## src/rtl/mem_arbiter_if.sv

```systemverilog
// Pulse-based memory request/response bundle shared by the requesters and the bus port.
// master issues requests and receives responses; slave is the side that answers them.
interface mem_arbiter_if;
  logic        request_enable;
  logic        mode;
  logic [31:0] addr;
  logic [31:0] wdata;
  logic [3:0]  wstrb;
  logic        response_enable;
  logic [31:0] data;

  modport master (
    output request_enable, mode, addr, wdata, wstrb,
    input  response_enable, data
  );

  modport slave (
    input  request_enable, mode, addr, wdata, wstrb,
    output response_enable, data
  );
endinterface

```

## src/rtl/mem_arbiter.sv

```systemverilog
// Arbiter sharing one pulse-based memory bus between fetch (f) and load/store (m) ports.
// Define ARBITER_RR_EN for round-robin; otherwise fixed priority with m winning conflicts.
module mem_arbiter (
  input  logic          clk,
  input  logic          rstn,
  mem_arbiter_if.slave  f,
  mem_arbiter_if.slave  m,
  mem_arbiter_if.master bus
);

  typedef struct packed {
    logic        valid;
    logic        mode;
    logic [31:0] addr;
    logic [31:0] wdata;
    logic [3:0]  wstrb;
  } pend_t;

  typedef enum logic [0:0] {StIdle, StWait} state_e;
  typedef enum logic [0:0] {PortF, PortM} port_e;

  state_e      state_q, state_d;
  port_e       owner_q, owner_d;
  port_e       winner;
  pend_t       f_pend_q, f_pend_d, m_pend_q, m_pend_d;
  pend_t       f_pulse, m_pulse, f_cand, m_cand, win;
  logic        grant;
  logic        req_q, req_d, mode_q, mode_d;
  logic [31:0] addr_q, addr_d, wdata_q, wdata_d;
  logic [3:0]  wstrb_q, wstrb_d;
  logic        f_resp_q, f_resp_d, m_resp_q, m_resp_d;
  logic [31:0] f_data_q, f_data_d, m_data_q, m_data_d;
`ifdef ARBITER_RR_EN
  port_e       last_q, last_d;
`endif

  assign f_pulse = '{valid: f.request_enable, mode: f.mode, addr: f.addr,
                     wdata: f.wdata, wstrb: f.wstrb};
  assign m_pulse = '{valid: m.request_enable, mode: m.mode, addr: m.addr,
                     wdata: m.wdata, wstrb: m.wstrb};
  // A buffered request takes precedence over a same-cycle pulse (which is then a violation).
  assign f_cand  = f_pend_q.valid ? f_pend_q : f_pulse;
  assign m_cand  = m_pend_q.valid ? m_pend_q : m_pulse;
  assign grant   = (state_q == StIdle) && (f_cand.valid || m_cand.valid);

  always_ff @(posedge clk) begin
    if (!rstn) begin
      state_q  <= StIdle;
      owner_q  <= PortF;
      f_pend_q <= '0;
      m_pend_q <= '0;
      req_q    <= 1'b0;
      mode_q   <= 1'b0;
      addr_q   <= '0;
      wdata_q  <= '0;
      wstrb_q  <= '0;
      f_resp_q <= 1'b0;
      f_data_q <= '0;
      m_resp_q <= 1'b0;
      m_data_q <= '0;
`ifdef ARBITER_RR_EN
      last_q   <= PortM;
`endif
    end else begin
      state_q  <= state_d;
      owner_q  <= owner_d;
      f_pend_q <= f_pend_d;
      m_pend_q <= m_pend_d;
      req_q    <= req_d;
      mode_q   <= mode_d;
      addr_q   <= addr_d;
      wdata_q  <= wdata_d;
      wstrb_q  <= wstrb_d;
      f_resp_q <= f_resp_d;
      f_data_q <= f_data_d;
      m_resp_q <= m_resp_d;
      m_data_q <= m_data_d;
`ifdef ARBITER_RR_EN
      last_q   <= last_d;
`endif
    end
  end

  always_comb begin
    state_d = state_q;
    unique case (state_q)
      StIdle:  if (grant) state_d = StWait;
      StWait:  if (bus.response_enable) state_d = StIdle;
      default: state_d = StIdle;
    endcase
  end

  always_comb begin
    winner = PortM;
    if (f_cand.valid && m_cand.valid) begin
`ifdef ARBITER_RR_EN
      winner = (last_q == PortM) ? PortF : PortM;
`else
      winner = PortM;
`endif
    end else if (f_cand.valid) begin
      winner = PortF;
    end
    win = (winner == PortM) ? m_cand : f_cand;
  end

  always_comb begin
    f_pend_d = f_pend_q;
    m_pend_d = m_pend_q;
    owner_d  = owner_q;
    req_d    = 1'b0;
    mode_d   = mode_q;
    addr_d   = addr_q;
    wdata_d  = wdata_q;
    wstrb_d  = wstrb_q;
    f_resp_d = 1'b0;
    f_data_d = f_data_q;
    m_resp_d = 1'b0;
    m_data_d = m_data_q;
`ifdef ARBITER_RR_EN
    last_d   = last_q;
`endif
    // Pulses into a full buffer, or from the port owning the bus, are dropped.
    if (f.request_enable && !f_pend_q.valid && !(state_q == StWait && owner_q == PortF)) begin
      f_pend_d = f_pulse;
    end
    if (m.request_enable && !m_pend_q.valid && !(state_q == StWait && owner_q == PortM)) begin
      m_pend_d = m_pulse;
    end
    if (grant) begin
      req_d   = 1'b1;
      mode_d  = win.mode;
      addr_d  = win.addr;
      wdata_d = win.wdata;
      wstrb_d = win.wstrb;
      owner_d = winner;
`ifdef ARBITER_RR_EN
      last_d  = winner;
`endif
      if (winner == PortM) m_pend_d = '0;
      else                 f_pend_d = '0;
    end
    if (state_q == StWait && bus.response_enable) begin
      if (owner_q == PortM) begin
        m_resp_d = 1'b1;
        m_data_d = bus.data;
      end else begin
        f_resp_d = 1'b1;
        f_data_d = bus.data;
      end
    end
  end

  assign bus.request_enable = req_q;
  assign bus.mode           = mode_q;
  assign bus.addr           = addr_q;
  assign bus.wdata          = wdata_q;
  assign bus.wstrb          = wstrb_q;
  assign f.response_enable  = f_resp_q;
  assign f.data             = f_data_q;
  assign m.response_enable  = m_resp_q;
  assign m.data             = m_data_q;

endmodule

```

## src/flat_wrapper.sv

```systemverilog
// flat-port wrapper written by rule: the top's interface ports become plain ports
module mem_arbiter_flat 
  (clk, rstn, f_request_enable, f_mode, f_addr, f_wdata, f_wstrb, f_response_enable, f_data, m_request_enable, m_mode, m_addr, m_wdata, m_wstrb, m_response_enable, m_data, bus_request_enable, bus_mode, bus_addr, bus_wdata, bus_wstrb, bus_response_enable, bus_data);
  mem_arbiter_if f_i ();
  mem_arbiter_if m_i ();
  mem_arbiter_if bus_i ();
  input  logic clk;
  input  logic rstn;
  input wire logic [$bits(f_i.request_enable)-1:0] f_request_enable;
  input wire logic [$bits(f_i.mode)-1:0] f_mode;
  input wire logic [$bits(f_i.addr)-1:0] f_addr;
  input wire logic [$bits(f_i.wdata)-1:0] f_wdata;
  input wire logic [$bits(f_i.wstrb)-1:0] f_wstrb;
  output wire logic [$bits(f_i.response_enable)-1:0] f_response_enable;
  output wire logic [$bits(f_i.data)-1:0] f_data;
  input wire logic [$bits(m_i.request_enable)-1:0] m_request_enable;
  input wire logic [$bits(m_i.mode)-1:0] m_mode;
  input wire logic [$bits(m_i.addr)-1:0] m_addr;
  input wire logic [$bits(m_i.wdata)-1:0] m_wdata;
  input wire logic [$bits(m_i.wstrb)-1:0] m_wstrb;
  output wire logic [$bits(m_i.response_enable)-1:0] m_response_enable;
  output wire logic [$bits(m_i.data)-1:0] m_data;
  output wire logic [$bits(bus_i.request_enable)-1:0] bus_request_enable;
  output wire logic [$bits(bus_i.mode)-1:0] bus_mode;
  output wire logic [$bits(bus_i.addr)-1:0] bus_addr;
  output wire logic [$bits(bus_i.wdata)-1:0] bus_wdata;
  output wire logic [$bits(bus_i.wstrb)-1:0] bus_wstrb;
  input wire logic [$bits(bus_i.response_enable)-1:0] bus_response_enable;
  input wire logic [$bits(bus_i.data)-1:0] bus_data;
  assign f_i.request_enable = f_request_enable;
  assign f_i.mode = f_mode;
  assign f_i.addr = f_addr;
  assign f_i.wdata = f_wdata;
  assign f_i.wstrb = f_wstrb;
  assign f_response_enable = f_i.response_enable;
  assign f_data = f_i.data;
  assign m_i.request_enable = m_request_enable;
  assign m_i.mode = m_mode;
  assign m_i.addr = m_addr;
  assign m_i.wdata = m_wdata;
  assign m_i.wstrb = m_wstrb;
  assign m_response_enable = m_i.response_enable;
  assign m_data = m_i.data;
  assign bus_request_enable = bus_i.request_enable;
  assign bus_mode = bus_i.mode;
  assign bus_addr = bus_i.addr;
  assign bus_wdata = bus_i.wdata;
  assign bus_wstrb = bus_i.wstrb;
  assign bus_i.response_enable = bus_response_enable;
  assign bus_i.data = bus_data;
  mem_arbiter u_core (.clk(clk), .rstn(rstn), .f(f_i), .m(m_i), .bus(bus_i));
endmodule
```

## config.mk

```make
export PLATFORM = sky130hd
export DESIGN_NAME = mem_arbiter_flat
export DESIGN_NICKNAME = d
export VERILOG_FILES = /design/src/rtl/mem_arbiter_if.sv /design/src/rtl/mem_arbiter.sv /design/src/flat_wrapper.sv
export SDC_FILE = /design/constraint.sdc
export NUM_CORES = 1
export LEC_CHECK = 0
export ABC_AREA = 1
export BUFFER_PORTS_ARGS = -buffer_cell sky130_fd_sc_hd__buf_4
export CAP_MARGIN = 0
export CORE_MARGIN = 8
export CORE_UTILIZATION = 25
export DETAILED_ROUTE_END_ITERATION = 8
export MAX_ROUTING_LAYER = met4
export PLACE_DENSITY = 0.4
export SLEW_MARGIN = 20
export SYNTH_ARGS = -nofsm -noshare
export SYNTH_HDL_FRONTEND = slang
export SYNTH_SLANG_ARGS = --single-unit
```

## constraint.sdc

```tcl
create_clock -name clk -period 2.1 [get_ports clk]
set_input_delay 0.105 -clock clk [delete_from_list [all_inputs] [get_ports clk]]
set_output_delay 0.105 -clock clk [all_outputs]
set_load 0.005 [all_outputs]
```

# Word level (Yosys, flattened, before mapping)

Cells that the tools add are included.
Widths: inputs -> output; s select.

Mux-type cells: 16
Bitwise gates (word level): 2
Reductions and logical operators: 17

Operator list:

| operator          | count |
|---|---|
| $mux 70           | 8 |
| $mux 69           | 1 |
| $logic_and 1x1->1 | 9 |
| $mux 1            | 6 |
| $reduce_and 2->1  | 3 |
| $logic_not 1->1   | 4 |
| $not 1->1         | 2 |
| $pmux 1 s2        | 1 |
| $logic_or 1x1->1  | 1 |

Logic and storage cells: 56
Register bits after elaboration: 278
Input port bits: 175

# Logic depth before layout (Yosys ltp)

Gate-level depths: netlist of run 1.

Depth after elaboration: 7
Mapped depth: 10
Mapped depth without buffers: 7

# Least setup slack after synthesis of run 1

No wires, ideal clock.

Path type: reg-to-reg
Start point: register u_core.state_q
End point: register u_core.m_pend_q[0] in the netlist's numbering
Required time: 1.984 ns
Period minus slack after synthesis: 1.309 ns
Setup time: 0.116 ns
Cell stages (with the launch flop): 8
Slack: 0.791 ns
Data arrival time: 1.193 ns
Path through: dfxtp_1 > buf_2 > nor2_2 > inv_2 > nand2_1 > buf_2 > buf_4 > nor2_1

Longest elaborated chain between the ends: 6
Elaborated cells on any way between the ends: 8

RTL lines:

| item                   | line               | RTL |
|---|---|---|
| from (decl)            | mem_arbiter.sv:22  | `state_e state_q, state_d;` |
| from (signal assigned) | mem_arbiter.sv:48  | `state_q <= StIdle;` |
| from (signal assigned) | mem_arbiter.sv:65  | `state_q <= state_d;` |
| $logic_and 1x1->1      | mem_arbiter.sv:127 | `if (m.request_enable && !m_pend_q.valid && !(state_q == StWait && owner_q == PortM)) begin` |
| $logic_not 1->1        | mem_arbiter.sv:127 |  |
| $logic_and 1x1->1      | mem_arbiter.sv:127 |  |
| $mux 70                | mem_arbiter.sv:127 |  |
| $mux 70                | mem_arbiter.sv:140 | `if (winner == PortM) m_pend_d = '0;` |
| $mux 70 (*)            | mem_arbiter.sv:130 | `if (grant) begin` |
| to (signal assigned)   | mem_arbiter.sv:68  | `m_pend_q <= m_pend_d;` |
| to (decl)              | mem_arbiter.sv:25  | `pend_t f_pend_q, f_pend_d, m_pend_q, m_pend_d;` |

Mark *: on every way between the ends. The rest lies on a longest branch, timed or not.
A chain may end at the register's enable or synchronous reset.

# Final worst setup path of run 1

Start point: register u_core.f_pend_q[69] in the netlist's numbering
End point: register u_core.f_pend_q[9] in the netlist's numbering

Longest elaborated chain between the ends: 6
Elaborated cells on any way between the ends: 12

RTL lines:

| item                           | line               | RTL |
|---|---|---|
| from (decl)                    | mem_arbiter.sv:25  |  |
| from (signal assigned)         | mem_arbiter.sv:67  | `f_pend_q <= f_pend_d;` |
| $logic_not 1->1                | mem_arbiter.sv:124 | `if (f.request_enable && !f_pend_q.valid && !(state_q == StWait && owner_q == PortF)) begin` |
| $logic_and 1x1->1 (2 in a row) | mem_arbiter.sv:124 |  |
| $mux 70                        | mem_arbiter.sv:124 |  |
| $mux 70                        | mem_arbiter.sv:140 |  |
| $mux 70 (*)                    | mem_arbiter.sv:130 |  |

Marks and branches as above.

==> results of run 1 <==
==> area by class of cell <==
| cell class | count | area share [%] |
|---|---|---|
| Clock buffer | 50 | 5.69 |
| Multi-Input combinational cell | 1322 | 30.8 |
| Sequential cell | 278 | 30.4 |
| Tap cell | 664 | 4.53 |
| Inverter | 149 | 3.08 |
| Antenna cell | 10 | 0.137 |
| Clock inverter | 10 | 0.649 |
| Timing Repair Buffer | 526 | 24.7 |
==> metal layers <==
| layer | up-vias | routed length [microns] |
|---|---|---|
| met4 | 0 | 933 |
| met2 | 310 | 22900 |
| li1 | 6791 | - |
| met3 | 54 | 3000 |
| met5 | - | 0 |
| met1 | 5972 | 23200 |
==> cells by family after synthesis <==
| group | after synthesis | synth area share [%] |
|---|---|---|
| AOI/OAI and AO/OA | 324 | 13.2 |
| buffers and inverters | 287 | 9.55 |
| DFF | 278 | 45.1 |
| and+or+nand+nor | 998 | 32.2 |
==> Yosys cell counts, types with 2 or more instances <==
library cell	number	area share, %
inv_2	5	0.15
o21ai_1	41	1.7
buf_2	48	1.9
a21oi_1	54	2.2
buf_6	2	0.18
buf_1	18	0.55
inv_1	144	4.4
nand3_1	122	4.9
nor2_1	188	5.7
nand2_1	662	20
nor2_2	4	0.20
dfxtp_1	278	45
nand4_1	20	1.0
o21ai_0	227	9.2
buf_4	7	0.43
clkbuf_1	63	1.9
==> flip-flops by register name (all words and copies together), names as in the netlist <==
name / flops
u_core.m.data: 32
u_core.bus.wstrb: 4
u_core.m_pend_q: 70
u_core.f.response_enable: 1
u_core.bus.addr: 32
u_core.bus.wdata: 32
u_core.f_pend_q: 70
u_core.bus.mode: 1
u_core.state_q: 1
u_core.m.response_enable: 1
u_core.owner_q: 1
u_core.f.data: 32
u_core.bus.request_enable: 1
==> worst max-delay path, delay by kind of cell, from the launching register on <==
kind                   cells  cell delay (ns)
AND/OR/NAND/NOR            3             0.27
AO/OA/AOI/OAI              1             0.09
flip-flops                 1             0.39
buffers and inverters      3             0.72
==> power by group through the flow <==
stage | clock (mW) | combinational (mW) | sequential, mW
after CTS | 6.38 | 3.05 | 5.91
after global routing | 6.55 | 3.38 | 5.95
after detailed placement | 0 | 2.75 | 6.02
final | 6.13 | 2.99 | 5.90
after global placement | 0 | 2.73 | 6.01
after floorplan | 0 | 1.51 | 5.98
==> worst min-delay path by stage <==
stage,start,end,slack (ns),depth (start not counted)
after global routing,m_request_enable,u_core.state_q,0.05,5
final,m_request_enable,u_core.state_q,0.06,5
after floorplan,bus_data[0],u_core.f.data[0],0.24,2
after global placement,bus_data[20],u_core.f.data[20],0.34,3
after detailed placement,bus_data[12],u_core.f.data[12],0.34,3
after CTS,m_request_enable,u_core.state_q,0.01,5
==> impl_results.md, run 1 <==
- CTS sink count: approximately 280
- Die H: 238 microns
- Met2 usage: 27.4%
- Area of the multi-input gates: 5650 sq um
- Total number of vias: 13.1k
- DP Cell Count: 2766
- Slew @ Worst Pin: 0.520 ns
- Critical-path maximum fanout: 47
- Initial core utilization: 25.3%
- Syn nets: roughly 2.1k
- PostCTS Resize Cnt: 0
- Post-synthesis sequential element count: 278
- Switching portion of total power: 28.8%
- R2r setup slk: 0.45 ns
- NumNets Final: roughly 2.5k
- Crit path required time: approximately 2.5 ns
- Crit path to: u_core.f_pend_q[9]
- Pre-antenna DRT Iters: 5
- Routed vias/inst: 4.36
- CP most frequent cell: buf_4
- Global-route wire length before repair: 77100 microns
- Cts bufs inserted: 36
- Worst hold margin: 0.0574 ns
- Hold-fix buffers, CTS: 173
- Number of flops mapped to enable cells by yosys: 0
- Setup crit start: u_core.f_pend_q[69]
- Initial antenna violation count: 9
- Distinct cells, synth: 20
- GR Util met1: 22.9%
- Crit-path cells: buf_4 > inv_4 > nand3_4 > buf_4 > nand2_1 > o21ai_0 > nor2_1
- DP HPWL: 34300 microns
- Die area: approximately 57000 sq um
- Setup TNS: 0 ns
- Yosys warns: 0
- Worst Setup Start Kind: flip-flop
- CTS tree: yes
- Drt drc: 0
- Unrepaired setup endpoints after global routing: no
- Hold Crit Class: primary input to flip-flop
- ANT nets after route: 0
- Routability cong.: between 0.7 and 0.8
- Post-route clock period utilization: around four fifths
- Critical path class: flip-flop to flip-flop
- Gr busiest metal: met2
- Clock skew: 0.0162 ns
- Initial DRC Count: 765
- Part of the power in the clock network: 40.8%
- Final std cells w/o fill: 3009
- Switch Pwr: approximately 4.3 mW
- Sequential Area: 5570 sq um
- Fmax achieved: 0.607 GHz
- Most common cell after layout, fill and taps aside: nand2_1
- Synth-to-Final Area Change: 48.5%
- Largest net degree at the start of global routing: roughly 90
- Reg2Reg Launch Point: u_core.f_pend_q[69]
- PortBufs: 310
- Ys flop type: dfxtp_1
- Dpl ws: approximately 0.47 ns
- Core area: 48800 sq um
- VDD IR max: slightly above 0.7 mV
- Design area: 18300 sq um
- CTS clk-pin slew, worst paths: 0.06 ns
- Total grt overflow: 0
- Number of top-level pins: around 310
- Final worst slack: 0.452 ns
- Outcome: completed
- Slowest-stage cell, CP: buf_4
- WP data arrival: 2.06 ns
- Syn Area/Cell: 6.54 sq um
- Leak Pwr: 8.79 nW
- Share of layout cells above drive strength 1: 18.2%
- DRT Wirelength: 50000 microns
- Die width: between 200 and 250 microns
- Clock Tree Root: clkbuf_16
- Final Hold Vio Count: 0
- DR WL/cell: roughly 17 microns
- Async SR Flop Fraction: 0%
- Post-synthesis instance area: 12300 sq um
- Share of power burned in registers: 39.3%
- Overall Power: approximately 15 mW
- Most frequent cells in the layout: nand2_1, buf_4, dfxtp_1, o21ai_0, nor2_1
- Post-CTS setup buffers: 0
- Tmin final: 1.65 ns
- M3 GR Usage: under 10%
- R2r endpoint: u_core.f_pend_q[9]
- Max_cap viols: 0
- GRT Total Usage: 17.6%
- Critical Path End Type: flip-flop
- Gate Count Post-Synth: around 1.9k
- Num rows: just over 80
- Number of global-route vias before repair: approximately 13k
- Worst slew margin: 65.4%
- CP max stage delay: 0.40 ns
- CTS max path bufs: 3
- Final Util: 37.5%
- H-tree depth: 2
- Comb power frac: about 20%
- Max-slew violations: 0
- Later-pin clock latency in the skew report: about 0.54 ns
- Seq/Total Area, Yosys: 45.1%
- Final setup vio count: 0
- R2R depth: 7
- P_int: between 10 and 15 mW
- Power Dens Cells: 820 nW/um^2
- Placed inst area: 15400 sq um
- Fill count: around 5.3k
(Power assumes the default switching activity.)
==> run 2, diff against run 1 <==
--- a/config.mk
+++ b/config.mk
@@ -12,7 +12,7 @@
 export CORE_UTILIZATION = 25
 export DETAILED_ROUTE_END_ITERATION = 8
 export MAX_ROUTING_LAYER = met4
-export PLACE_DENSITY = 0.4
+export PLACE_DENSITY = 0.41
 export SLEW_MARGIN = 20
 export SYNTH_ARGS = -nofsm -noshare
 export SYNTH_HDL_FRONTEND = slang
==> constraint.sdc (replaced) <==
create_clock -name clk -period 1.5 [get_ports clk]
set_input_delay 0.075 -clock clk [delete_from_list [all_inputs] [get_ports clk]]
set_output_delay 0.075 -clock clk [all_outputs]
set_load 0.005 [all_outputs]
==> run 2 against run 1 <==
Fmax rose by 15%. Combinational power rose by 47%. Hold slack improved by 0.26 ns. Largest power group unchanged. Power rose by 41%. Sequential power rose by 40%. Critical endpoint is now u_core.bus.mode. Sequential cell count did not move.
==> impl_results.md, run 2 (synthesis gave the netlist of run 1 again) <==
- Drt drc: 0
- P_int: approximately 15 mW
- Cts bufs inserted: 36
- DP Cell Count: 2778
- Post-route clock period utilization: 95.5%
- Critical Path End Type: flip-flop
- ANT nets after route: 0
- Final std cells w/o fill: 3029
- Initial DRC Count: ~750
- Routed vias/inst: 4.36
- Power Dens Cells: around 1100 nW/um^2
- Die H: around 240 microns
- Number of top-level pins: 311
- Die width: roughly 240 microns
- Pre-antenna DRT Iters: 7
- Final setup vio count: 0
- WP data arrival: around 1.9 ns
- Part of the power in the clock network: 40.3%
- Switch Pwr: 6.16 mW
- Synth-to-Final Area Change: 51.6%
- PortBufs: 310
- Max-slew violations: 0
- Largest net degree at the start of global routing: 79
- CTS tree: yes
- Core area: about 50000 sq um
- Max_cap viols: 0
- Hold Crit Class: primary input to flip-flop
- Global-route wire length before repair: 76800 microns
- DR WL/cell: 16.6 microns
- CTS clk-pin slew, worst paths: 0.06 ns
- Share of power burned in registers: 39.0%
- H-tree depth: 2
- CTS max path bufs: 3
- Slew @ Worst Pin: 0.507 ns
- Overall Power: 21.2 mW
- Comb power frac: 20.7%
- Clock Tree Root: clkbuf_16
- Initial core utilization: 25.3%
- GRT Total Usage: 17.6%
- Num rows: 81
- Fmax achieved: about 0.70 GHz
- Outcome: completed
- Number of global-route vias before repair: 12.8k
- Share of layout cells above drive strength 1: 18.9%
- Regs by FF count: u_core.f_pend_q x70, u_core.m_pend_q x70
- DRT Wirelength: around 50000 microns
- NumNets Final: 2504
- VDD IR max: 0.654 mV
- Initial antenna violation count: 10
- Switching portion of total power: 29.1%
- Total grt overflow: 0
- CTS sink count: ~280
- Tmin final: 1.43 ns
- Final Hold Vio Count: 0
- Later-pin clock latency in the skew report: 0.54 ns
- Die area: ~57000 sq um
- Critical path class: flip-flop to flip-flop
- Most frequent cells in the layout: nand2_1, buf_4, dfxtp_1, o21ai_0, nor2_1
- Total number of vias: 13.2k
- Most common cell after layout, fill and taps aside: nand2_1
- Worst slew margin: 66.2%
- Routability cong.: 0.772
- DP HPWL: roughly 34000 microns
- Critical-path maximum fanout: 17
- Clock skew: between 0.015 and 0.02 ns
- Leak Pwr: 8.96 nW
- Crit path required time: roughly 2 ns
- Worst Setup Start Kind: flip-flop
- Unrepaired setup endpoints after global routing: yes
- Setup TNS: 0 ns
[run 2: what timing repair did]
item                                   in CTS  in global routing
gates cloned                                0                  2
setup endpoints to repair                   1                 69
resized for setup                           1                 13
hold buffers                              174                  0
buffers inserted                            0                  1
pin swaps                                   0                  1
endpoints found under the hold margin     274                  0
[run 2: final cells by class]
class	count	area, sq um
Fill cell	5216	30100
Multi-Input combinational cell	1322	5660
Sequential cell	278	5570
Timing Repair Buffer	542	4910
Clock buffer	50	1050
Tap cell	664	831
Inverter	149	564
Clock inverter	12	97.6
Antenna cell	12	30.0
[run 2: metrics by stage]
| stage | instance area, sq um | hold slack [ns] | util [%] | worst slack, ns |
|---|---|---|---|---|
| final | 18700 | 0.313 | 38.3 | 0.0672 |
| after global placement | 15700 | 0.312 | 32.1 | 0.0446 |
| after detailed placement | 15700 | 0.314 | 32.1 | 0.0130 |
| after global routing | 18700 | 0.313 | 38.3 | -0.0142 |
| after floorplan | 12300 | 0.210 | - | 0.191 |
| after CTS | 18600 | 0.278 | 38.0 | 0.0387 |
[run 2: routing by layer]
metal	GRT usage (%)	wire length (microns)	vias to the layer above
met3	4.48	3030	56
li1	-	-	6826
met2	27.1	22600	303
met5	-	0	-
met4	4.39	890	0
met1	22.9	23700	6018
[run 2: path summary, 6_finish.rpt]
check	startpoint	endpoint	slack [ns]	cells past startpoint
max	u_core.m_pend_q[69]	u_core.bus.mode	0.07	9
min	bus_data[4]	u_core.f.data[4]	0.31	4
max reg2reg	u_core.m_pend_q[69]	u_core.bus.mode	0.07	9
min reg2reg	u_core.bus.wdata[4]	u_core.bus.wdata[4]	0.45	2
[run 2: worst max-delay path, stage by stage (launching register included)]
cell       delay [ns]
dfxtp_1          0.35
inv_4            0.13
nand2_1          0.10
nor2_4           0.14
buf_12           0.15
clkbuf_16        0.20
nand3_1          0.12
nand2_1          0.08
nand2_1          0.04
nand2_1          0.06
[run 2: power groups by stage]
stage	sequential (mW)	combinational (mW)	clock [mW]
global placement	8.41	3.96	0
CTS	8.26	4.40	8.86
finish	8.26	4.39	8.54
global route	8.32	4.94	9.12
floorplan	8.37	2.11	0
detailed placement	8.42	3.99	0
